$ cat src/rtl/fifo_frame_writer.sv
// rtl/fifo_frame_writer.sv - framed word stream to async FIFO write port with length/checksum trailer
//
// Purpose:
//   Write-domain producer for the asynchronous FIFO. Payload words of each
//   frame pass straight through to the FIFO (tag 0). After the last word
//   two trailer words are appended (tag 1): payload length, then the XOR
//   checksum of the payload. Frames longer than MAX_LEN are truncated; the
//   excess words are consumed and discarded.
//
// Ports:
//   wclk, wrst_n  write clock, asynchronous active-low reset
//   s_valid/s_ready/s_data/s_last   upstream word stream with frame end marker
//   fifo_wr_en/fifo_wdata/fifo_wfull FIFO write port, fifo_wdata = {tag, word}
//   frame_cnt     number of trailers completed (wraps)
//   err_long      one-cycle pulse the cycle after a truncating accept
//   busy          a frame is in progress or trailer/drop pending
module fifo_frame_writer #(
  parameter int DATA_WIDTH = 8,
  parameter int MAX_LEN    = 16,
  parameter int CNT_WIDTH  = 16
) (
  input  logic                  wclk,
  input  logic                  wrst_n,
  input  logic                  s_valid,
  output logic                  s_ready,
  input  logic [DATA_WIDTH-1:0] s_data,
  input  logic                  s_last,
  output logic                  fifo_wr_en,
  output logic [DATA_WIDTH:0]   fifo_wdata,
  input  logic                  fifo_wfull,
  output logic [CNT_WIDTH-1:0]  frame_cnt,
  output logic                  err_long,
  output logic                  busy
);

  typedef enum logic [1:0] {
    ST_DATA = 2'd0,
    ST_TLEN = 2'd1,
    ST_TSUM = 2'd2,
    ST_DROP = 2'd3
  } state_t;

  localparam logic [DATA_WIDTH-1:0] MAX_LEN_W = DATA_WIDTH'(MAX_LEN);

  state_t                state_q, state_d;
  logic [DATA_WIDTH-1:0] len_q, len_d;
  logic [DATA_WIDTH-1:0] sum_q, sum_d;
  logic                  trunc_q, trunc_d;
  logic [CNT_WIDTH-1:0]  frame_cnt_q, frame_cnt_d;
  logic                  err_long_q, err_long_d;

  logic [DATA_WIDTH-1:0] len_inc;

  assign len_inc = len_q + 1'b1;

  always_comb begin
    state_d     = state_q;
    len_d       = len_q;
    sum_d       = sum_q;
    trunc_d     = trunc_q;
    frame_cnt_d = frame_cnt_q;
    err_long_d  = 1'b0;
    s_ready     = 1'b0;
    fifo_wr_en  = 1'b0;
    fifo_wdata  = {1'b0, s_data};

    case (state_q)
      ST_DATA: begin
        s_ready = !fifo_wfull;
        if (s_valid && !fifo_wfull) begin
          // Payload goes to the FIFO in the same cycle it is accepted.
          fifo_wr_en = 1'b1;
          len_d      = len_inc;
          sum_d      = sum_q ^ s_data;
          if (s_last) begin
            state_d = ST_TLEN;
          end else if (len_inc == MAX_LEN_W) begin
            // Frame still open at the length limit: close it here and
            // swallow the rest of it in DROP after the trailer.
            state_d    = ST_TLEN;
            trunc_d    = 1'b1;
            err_long_d = 1'b1;
          end
        end
      end

      ST_TLEN: begin
        fifo_wr_en = !fifo_wfull;
        fifo_wdata = {1'b1, len_q};
        if (!fifo_wfull) begin
          state_d = ST_TSUM;
        end
      end

      ST_TSUM: begin
        fifo_wr_en = !fifo_wfull;
        fifo_wdata = {1'b1, sum_q};
        if (!fifo_wfull) begin
          len_d       = '0;
          sum_d       = '0;
          frame_cnt_d = frame_cnt_q + 1'b1;
          state_d     = trunc_q ? ST_DROP : ST_DATA;
        end
      end

      ST_DROP: begin
        // Nothing is written here, so FIFO fullness does not matter.
        s_ready = 1'b1;
        if (s_valid && s_last) begin
          state_d = ST_DATA;
          trunc_d = 1'b0;
        end
      end

      default: begin
        state_d = ST_DATA;
      end
    endcase
  end

  always_ff @(posedge wclk or negedge wrst_n) begin
    if (!wrst_n) begin
      state_q     <= ST_DATA;
      len_q       <= '0;
      sum_q       <= '0;
      trunc_q     <= 1'b0;
      frame_cnt_q <= '0;
      err_long_q  <= 1'b0;
    end else begin
      state_q     <= state_d;
      len_q       <= len_d;
      sum_q       <= sum_d;
      trunc_q     <= trunc_d;
      frame_cnt_q <= frame_cnt_d;
      err_long_q  <= err_long_d;
    end
  end

  assign frame_cnt = frame_cnt_q;
  assign err_long  = err_long_q;
  assign busy      = (len_q != '0) || (state_q != ST_DATA);

endmodule

$ cat config.mk
export PLATFORM = sky130hd
export DESIGN_NAME = fifo_frame_writer
export DESIGN_NICKNAME = d
export VERILOG_FILES = /design/src/rtl/fifo_frame_writer.sv
export SDC_FILE = /design/constraint.sdc
export NUM_CORES = 1
export LEC_CHECK = 0
export BUFFER_PORTS_ARGS = -buffer_cell sky130_fd_sc_hd__buf_2
export CAP_MARGIN = 20
export CORE_ASPECT_RATIO = 1.4
export CORE_MARGIN = 10
export CORE_UTILIZATION = 50
export DETAILED_ROUTE_END_ITERATION = 8
export MAX_ROUTING_LAYER = met4
export PLACE_DENSITY = 0.76
export SYNTH_ARGS = -nofsm -noshare
export SYNTH_HDL_FRONTEND = slang
export SYNTH_SLANG_ARGS = --single-unit
$ cat constraint.sdc
create_clock -name wclk -period 5.1 [get_ports wclk]
set_input_delay 0.255 -clock wclk [delete_from_list [all_inputs] [get_ports wclk]]
set_output_delay 0.255 -clock wclk [all_outputs]
set_load 0.1 [all_outputs]
# ---- After elaboration in Yosys (flattened, before gate mapping)
# Cells that the tools add are included.
dict set report word_totals {
  elab_cells 61
  regBits 36
  input_bits 13
}
dict set report classes {
  addsub 2
  bitwise 2
  n_mux 26
  n_reduce_logical 14
  eq_ne 11
}
# operator count
set op_table {}
lappend op_table {{$pmux 8 s2} 2}
lappend op_table {{$mux 8} 3}
lappend op_table {{$pmux 9 s2} 1}
lappend op_table {{$add 16x1->16 const B} 1}
lappend op_table {{$mux 2} 7}
lappend op_table {{$ne 2x2->1 const B} 6}
lappend op_table {{$reduce_and 5->1} 2}
lappend op_table {{$mux 1} 9}
lappend op_table {{$add 8x1->8 const B} 1}
lappend op_table {{$eq 8x5->1 const B} 1}
lappend op_table {{$pmux 2 s4} 1}
lappend op_table {{$reduce_bool 8->1} 1}
lappend op_table {{$xor 8x8->8} 1}
lappend op_table {{$pmux 1 s2} 3}
lappend op_table {{$reduce_bool 2->1} 3}
lappend op_table {{$eq 2x2->1 const B} 2}
lappend op_table {{$ne 3x3->1 const B} 1}
lappend op_table {{$reduce_and 3->1} 1}
lappend op_table {{$eq 2x1->1 const B} 1}
lappend op_table {{$logic_and 1x1->1} 2}
lappend op_table {{$logic_not 2->1} 1}
lappend op_table {{$reduce_and 2->1} 1}
lappend op_table {{$reduce_or 2->1} 1}
lappend op_table {{$logic_not 1->1} 1}
lappend op_table {{2 further kinds} 2}

# ---- Depth between registers and ports, before layout
# Gate-level depths: netlist (run 1).
dict set report logic_depth {
  ltp_word 6
  ltp_mapped 9
  ltp_nobuf 7
}

# ---- Worst setup path after synthesis (run 1)
# Ideal clock, no wire load.
dict set report synth_path {
  kind {register to output}
  startpoint {register state_q[0]}
  endpoint {output fifo_wr_en}
  required_ns 4.845
  slack_ns 1.124
  stages_incl_launch_ff 6
  path_buffers 1
  arrival_ns 3.721
  cell_sequence {dfrtp_1 -> inv_1 -> ha_1 -> clkbuf_1 -> a21oi_1 -> nor3_1}
}
dict set report synth_via {
  elab_chain_len 3
}
# element line_no
set synth_rtl {}
lappend synth_rtl {{start: declaration} 45} ;# state_t state_q, state_d;
lappend synth_rtl {{start signal: assignment} 130} ;# state_q <= state_d;
lappend synth_rtl {{$eq 2x2->1 / $eq 2x1->1 (equally long branches)} 67} ;# case (state_q)
lappend synth_rtl {{$reduce_or 2->1 (no source line)} n/a}
lappend synth_rtl {{$pmux 1 s2 *} 67}
lappend synth_rtl {{end: declaration} 28} ;# output logic fifo_wr_en,
# Every way passes the cells marked *; elsewhere a longest branch is shown, timed or not.

# ---- Final worst setup path (run 1)
dict set report layout_path {
  startpoint {register state_q[0]}
  endpoint {register frame_cnt_q[12] (netlist: frame_cnt[12])}
}
dict set report layout_via {
  elab_chain_len 2
}
# element line_no
set layout_rtl {}
lappend layout_rtl {{$eq 2x2->1} 67}
lappend layout_rtl {{$reduce_and 2->1 (no source line)} n/a}
lappend layout_rtl {{end signal: assignment} 134} ;# frame_cnt_q <= frame_cnt_d;
lappend layout_rtl {{end: declaration} 49} ;# logic [CNT_WIDTH-1:0] frame_cnt_q, frame_cnt_d;
# Every way passes these cells.
# A chain may end at the register's enable or synchronous reset.

==> key figures, run 1 <==
Floorplan
  – IO Pins: 42
  – Die Span Y: 97.0 um
  – Die ar.: 0.00727 sq mm
  – Initial core utilization: 52.7%
  – Core area: 0.00402 sq mm
  – Row Count: 27
  – Die width: 75.0 um

Yosys
  – Post-synth top cells: dfrtp_1 (36), nor2_1 (24), nand2_1 (23)
  – Synthesized cell area: 0.00212 sq mm
  – Cells after Synth: 225
  – Fraction of registers with async set or reset after synthesis: 100%
  – Mapped Avg Cell Area: 9.41 sq um
  – Yosys Warn Count: 0
  – Compound-Gate Fraction of Synth Area: 14.4%
  – Share of synthesized cell area in and, or, nand and nor gates: 20.2%
  – Post-Synth Adder-Cell Area: 5.32%
  – Register area share after synthesis: 42.6%
  – Register bit count reported by yosys: 36
  – Post-synthesis xor/xnor area fraction: 12.4%
  – Mux cell area share after synthesis: 0.532%
  – Share of the synthesized area in the top cell type: 42.6%
  – Synth area leaders: dfrtp_1 (43%), xor2_1 (6.6%), ha_1 (5.3%), xnor2_1 (5.0%), nor2_1 (4.3%)
  – Syn Nets: 247
  – Top_reg_cell synth: dfrtp_1
  – Cell accounting for the most synthesized area: dfrtp_1
  – Post-synth EDFFs: 0
  – Synth unique cells: 46
  – Count leader, synth: dfrtp_1
  – Combinational family with the most area after synthesis: simple AND/OR/NAND/NOR gates

Drt
  – Wire length per cell: 15.4 um
  – Vias post-DR: 1721
  – Post-route DRC: 0
  – Final Routed Wirelength: 4670 um
  – Initial DRC Count: 44
  – DRT Pass-1 Iters: 4
  – Via/cell ratio: 5.66
  – Post-route ant nets: 0

Clocking
  – Skew-Pair Late Insertion Delay: 290 ps
  – CTS Buf Count: 5
  – CTS H-tree depth: 2
  – Clock Tree Buf Depth: 2
  – Hold_buf cts: 0
  – Clock transition at path regs: 70 ps
  – Cts repair resizes: 0
  – Setup repair bufs after CTS: 0
  – CTS tree: built
  – Root Driver: clkbuf_8
  – TritonCTS Sinks: 36

Critical path
  – Kind of critical path: reg2reg
  – Critical Path Fanout Max: 15
  – Worst path required time: 5280 ps
  – Crit end category: flip-flop
  – Setup crit start: state_q[0]$_DFFE_PN0P_
  – CP Launch Type: flip-flop
  – R2R Setup Slk: 2580 ps
  – Reg2reg start: state_q[0]$_DFFE_PN0P_
  – CP arrival: 2700 ps

Global route
  – Largest net degree at the start of global routing: 37
  – Global route overflow: 0
  – Vias in the first global route: 1746
  – Total track usage: 13.7%
  – First-pass GRT wire length: 7940 um
  – Antenna violations before repair: 0

Timing
  – Final Hold Vio Count: 0
  – RSZ-0062 raised after global routing: no
  – Final min period: 2520 ps
  – Final period utilization: 49.3%
  – Fmax: 0.398 GHz
  – Final setup fails: 0
  – Clk_skew: 3.58 ps
  – Pins Over Slew Limit: 0
  – Slew margin rel.: 46.2%
  – Post-Route Setup TNS: 0 ps
  – Worst-Margin Slew: 807 ps

Layout
  – Share of cells above drive strength 1: 23.0%
  – Ant diodes: 0
  – Fillcell total: 352
  – Multi-input logic area: 0.00112 sq mm
  – FF/Latch Area: 901 sq um
  – Fin nets: 282
  – Area Overhead vs Synth: 14.7%

Place
  – Gpl congestion: 0.815
  – Hpwl dp: 3540 um
  – Buffers added on ports: 41

Run status
  – Status: completed

Run
  – Max cap viols: 0

Hold path
  – Hold Path Class: in2async
==> path summary, 6_finish.rpt <==
| kind | cells after the start | to |
|---|---|---|
| worst min register to register | 1 | frame_cnt[15]$_DFFE_PN0P_ |
| max in group asynchronous | 1 | frame_cnt[0]$_DFFE_PN0P_ |
| worst min-delay path | 1 | frame_cnt[9]$_DFFE_PN0P_ |
| worst max-delay path | 7 | frame_cnt[12]$_DFFE_PN0P_ |
| min in group wclk | 4 | sum_q[0]$_DFFE_PN0P_ |
| worst max register to register | 7 | frame_cnt[12]$_DFFE_PN0P_ |
==> cells in the final DEF (no fill, tap or decap), types with 2 or more instances in the layout <==
cell type   n
buf_2      41
dfrtp_1    36
nor2_1     24
nand2_1    23
xor2_1     16
a21oi_1    12
xnor2_1    12
o21ai_0    11
nand3_1    10
ha_1        9
a22oi_1     8
inv_1       7
clkbuf_8    7
nand4_1     4
nand2b_1    4
and3_1      3
o31ai_1     3
nor3_1      2
nor3_2      2
a31oi_1     2
==> cell type report <==
type                       instances  area share, %
tap                               43           2.22
multi-input combinational        169           46.0
inverter                           7           1.08
clock buffer                       7           3.97
sequential                        36           37.1
timing repair buffer              41           8.45
clock inverter                     1           1.24
==> sequential cells by signal (all words and copies together), names as in the netlist <==
signal and cells:
sum_q 8, err_long 1, trunc_q 1, state_q 2, frame_cnt 16, len_q 8
==> layer usage <==
layer / GRT usage, % / wire [um] / up-vias
met5: - / 0 / -
met3: 4.39 / 309 / 9
li1: - / - / 844
met4: 5.38 / 89 / 0
met2: 21.5 / 2200 / 48
met1: 15.6 / 2070 / 820
==> worst max-delay path, stage by stage (launching register included) <==
cell and delay (ps):
dfrtp_1 410, inv_1 130, ha_1 500, nor2b_1 500, nand3_1 170, or3_4 420, nand2b_4 160, xnor2_2 120
==> through the flow <==
stage / utilization [%] / instance area [sq um] / setup slack [ps] / hold slack [ps] / cells
3_5_place_dp: 57.3 / 2300 / 2640 / 385 / 296
4_1_cts: 60.4 / 2430 / 2620 / 64.5 / 304
3_3_place_gp: 57.3 / 2300 / 2740 / 380 / 296
2_1_floorplan: - / 2120 / 1120 / -40.6 / 225
6_report: 60.4 / 2430 / 2580 / 46.1 / 304
5_1_grt: 60.4 / 2430 / 2400 / 116 / 304
==> logic make-up after synthesis <==
kind of cell | count (synthesis)
xor+xnor | 29
mux | 1
fa+ha+maj | 9
compound gates | 47
flops | 36
simple gates | 83
buf+inv | 20
Power of run 1 is left out: the tool's default activity adds up to more than one toggle a clock period on the data nets, which glitch-free logic cannot reach.
==> inputs of run 2 (changes only) <==
Settings changed: CORE_UTILIZATION 50 to 49, PLACE_DENSITY 0.76 to 0.78.
Clock period 5.1 ns to 2.2 ns, I/O delays scaled along.
==> run 2 against run 1 <==
  * Clock-buffer cell count increased by 1
  * Final cell count grew 2.6%
  * Non-clock buffer count rose by 6
  * Clock skew up 0.80 ps
  * Sequential share of layout area down 1.6 points
  * Final area increased by 4.7%
  * Critical path depth decreased by 2
  * Worst hold slack improved by 120 ps
  * Setup slack lost 2400 ps
  * Die area up 1.6%
  * Register-to-register slack worse by 2400 ps
  * Global-route usage is 0.58 points higher
  * Critical path type is now reg2out
==> key figures, run 2 (synthesized netlist as in run 1, its figures left out) <==
Run status
  – Status: completed

Global route
  – Vias in the first global route: 1832 (+4.9%)
  – Antenna violations before repair: 0 (unchanged)
  – Largest net degree at the start of global routing: 37 (unchanged)
  – First-pass GRT wire length: 8180 um (+3.0%)
  – Total track usage: 14.3% (+0.58 points)
  – Global route overflow: 0 (unchanged)

Layout
  – Fin nets: 288 (+2.1%)
  – Final instance area: 0.00254 sq mm (+4.7%)
  – Multi-input logic area: 0.00118 sq mm (+5.9%)
  – Area Overhead vs Synth: 20.2%
  – Utilization after layout: 60.5% (+0.095 points)
  – Ant diodes: 0 (unchanged)
  – Commonest cells after routing, fill and taps aside: dfrtp_1 (34), buf_2 (33), nor2_1 (23), nand2_1 (23), xor2_1 (16)
  – Flip-flop count of the largest register after layout: 16 (unchanged)
  – Fillcell total: 392 (+11%)
  – FF/Latch Area: 903 sq um (+0.28%)
  – Share of cells above drive strength 1: 28.8% (+5.9 points)
  – Most common cell after layout, fill and taps aside: dfrtp_1

Place
  – Buffers added on ports: 41 (unchanged)
  – Gpl congestion: 0.800 (-1.8%)
  – Placed cell area: 0.00242 sq mm (+5.3%)
  – Hpwl dp: 3790 um (+6.9%)

Critical path
  – R2R Setup Slk: 230 ps (-2350 ps)
  – Crit end category: primary output
  – Reg2reg path depth: 7 (unchanged)
  – CP Launch Type: flip-flop
  – Kind of critical path: reg2out
  – Reg-to-Reg End: frame_cnt[12]$_DFFE_PN0P_
  – CP peak stage delay: 420 ps (-80 ps)
  – Reg2reg start: state_q[0]$_DFFE_PN0P_
  – Worst path required time: 2090 ps (-3190 ps)
  – CP arrival: 1930 ps (-770 ps)
  – Slowest CP cell: dfrtp_1
  – Critical Path Fanout Max: 9 (-6)
  – Crit-path cells: inv_1, ha_1, a22oi_1, a21oi_2, clkbuf_4

Floorplan
  – Row Count: 28 (+3.7%)
  – Core area: 0.00420 sq mm (+4.6%)
  – Die ar.: 0.00739 sq mm (+1.6%)
  – Die width: 75.6 um (+0.74%)
  – IO Pins: 42 (unchanged)
  – Die Span Y: 97.8 um (+0.81%)
  – Initial core utilization: 50.4% (-2.3 points)

Clocking
  – TritonCTS Sinks: 36 (unchanged)
  – Clock transition at path regs: 70 ps (about the same)
  – CTS tree: built
  – Setup repair bufs after CTS: 0 (unchanged)
  – CTS H-tree depth: 2 (unchanged)
  – Clock Tree Buf Depth: 2 (unchanged)
  – Root Driver: clkbuf_8
  – CTS Buf Count: 5 (unchanged)
  – Skew-Pair Late Insertion Delay: 280 ps (about the same)

Timing
  – RSZ-0062 raised after global routing: no
  – Pins Over Slew Limit: 0 (unchanged)
  – Final period utilization: 92.7%
  – Fmax: 0.490 GHz
  – Clk_skew: 4.38 ps (+0.802 ps)
  – Worst-Margin Slew: 784 ps (-23.0 ps)
  – Final setup fails: 0 (unchanged)
  – Slew margin rel.: 47.7% (+1.5 points)
  – Final min period: 2040 ps
  – Final Hold Vio Count: 0 (unchanged)

Drt
  – DRT Pass-1 Iters: 4 (unchanged)
  – Post-route DRC: 0 (unchanged)
  – Initial DRC Count: 76 (+73%)
  – Vias post-DR: 1749 (+1.6%)
  – Post-route ant nets: 0 (unchanged)
  – Wire length per cell: 15.7 um (+2.3%)
  – Final Routed Wirelength: 4900 um (+5.0%)
  – Via/cell ratio: 5.61 (-0.98%)

Hold path
  – Hold Path Sink: sum_q[0]$_DFFE_PN0P_
  – Hold_sp: s_data[0]
  – Hold Path Class: in2reg
  – Hold Crit Depth: 4

Run
  – Max cap viols: 0 (unchanged)
run 2: stage by stage:
stage | std cells | setup WS [ps] | setup TNS (ps) | hold slack [ps]
4_1_cts | 312 | 53.0 | 0 | 156
5_1_grt | 312 | 12.0 | 0 | 170
2_1_floorplan | 225 | -90.0 | -630 | -186
3_3_place_gp | 303 | 271 | 0 | 236
6_report | 312 | 161 | 0 | 165
3_5_place_dp | 303 | 202 | 0 | 236
run 2: how the worst max path moves through the flow:
stage                                end  cells past startpoint                    from
2_1_floorplan              fifo_wdata[0]                      5  state_q[1]$_DFFE_PN0P_
3_3_place_gp   frame_cnt[12]$_DFFE_PN0P_                      7  state_q[0]$_DFFE_PN0P_
3_5_place_dp   frame_cnt[12]$_DFFE_PN0P_                      7  state_q[0]$_DFFE_PN0P_
4_1_cts                    fifo_wdata[4]                      5  state_q[1]$_DFFE_PN0P_
5_1_grt                    fifo_wdata[5]                      5  state_q[1]$_DFFE_PN0P_
6_report                   fifo_wdata[4]                      5  state_q[1]$_DFFE_PN0P_
run 2: worst max-delay path, delay by kind of cell (launching register included):
kind                     cells  cell delay, ps
buffers and inverters        2             510
flip-flops                   1             420
adder cells (fa/ha/maj)      1             380
AO/OA/AOI/OAI                2             330
run 2: final cells by class:
| type | count | area share (%) |
|---|---|---|
| inverters | 7 | 1.03 |
| well taps | 45 | 2.21 |
| flip-flops and latches | 36 | 35.5 |
| repair buffers | 47 | 11.2 |
| clock buffers | 8 | 3.54 |
| multi-input cells | 169 | 46.5 |
run 2: layer usage:
layer  track usage, %  share of wire [%]  vias up
li1                 -                  -      855
met1             14.5                 40      845
met2             25.1                 54       41
met3             3.55                4.7        8
met4             5.45                2.0        0
met5                -                  0        -
run 2: timing repair:
action	4_1_cts	5_1_grt
hold buffers	1	0
endpoints found under the hold margin	36	0
gates resized for setup	0	8
setup endpoints to repair	0	8
Power of run 2 is left out for the same reason.
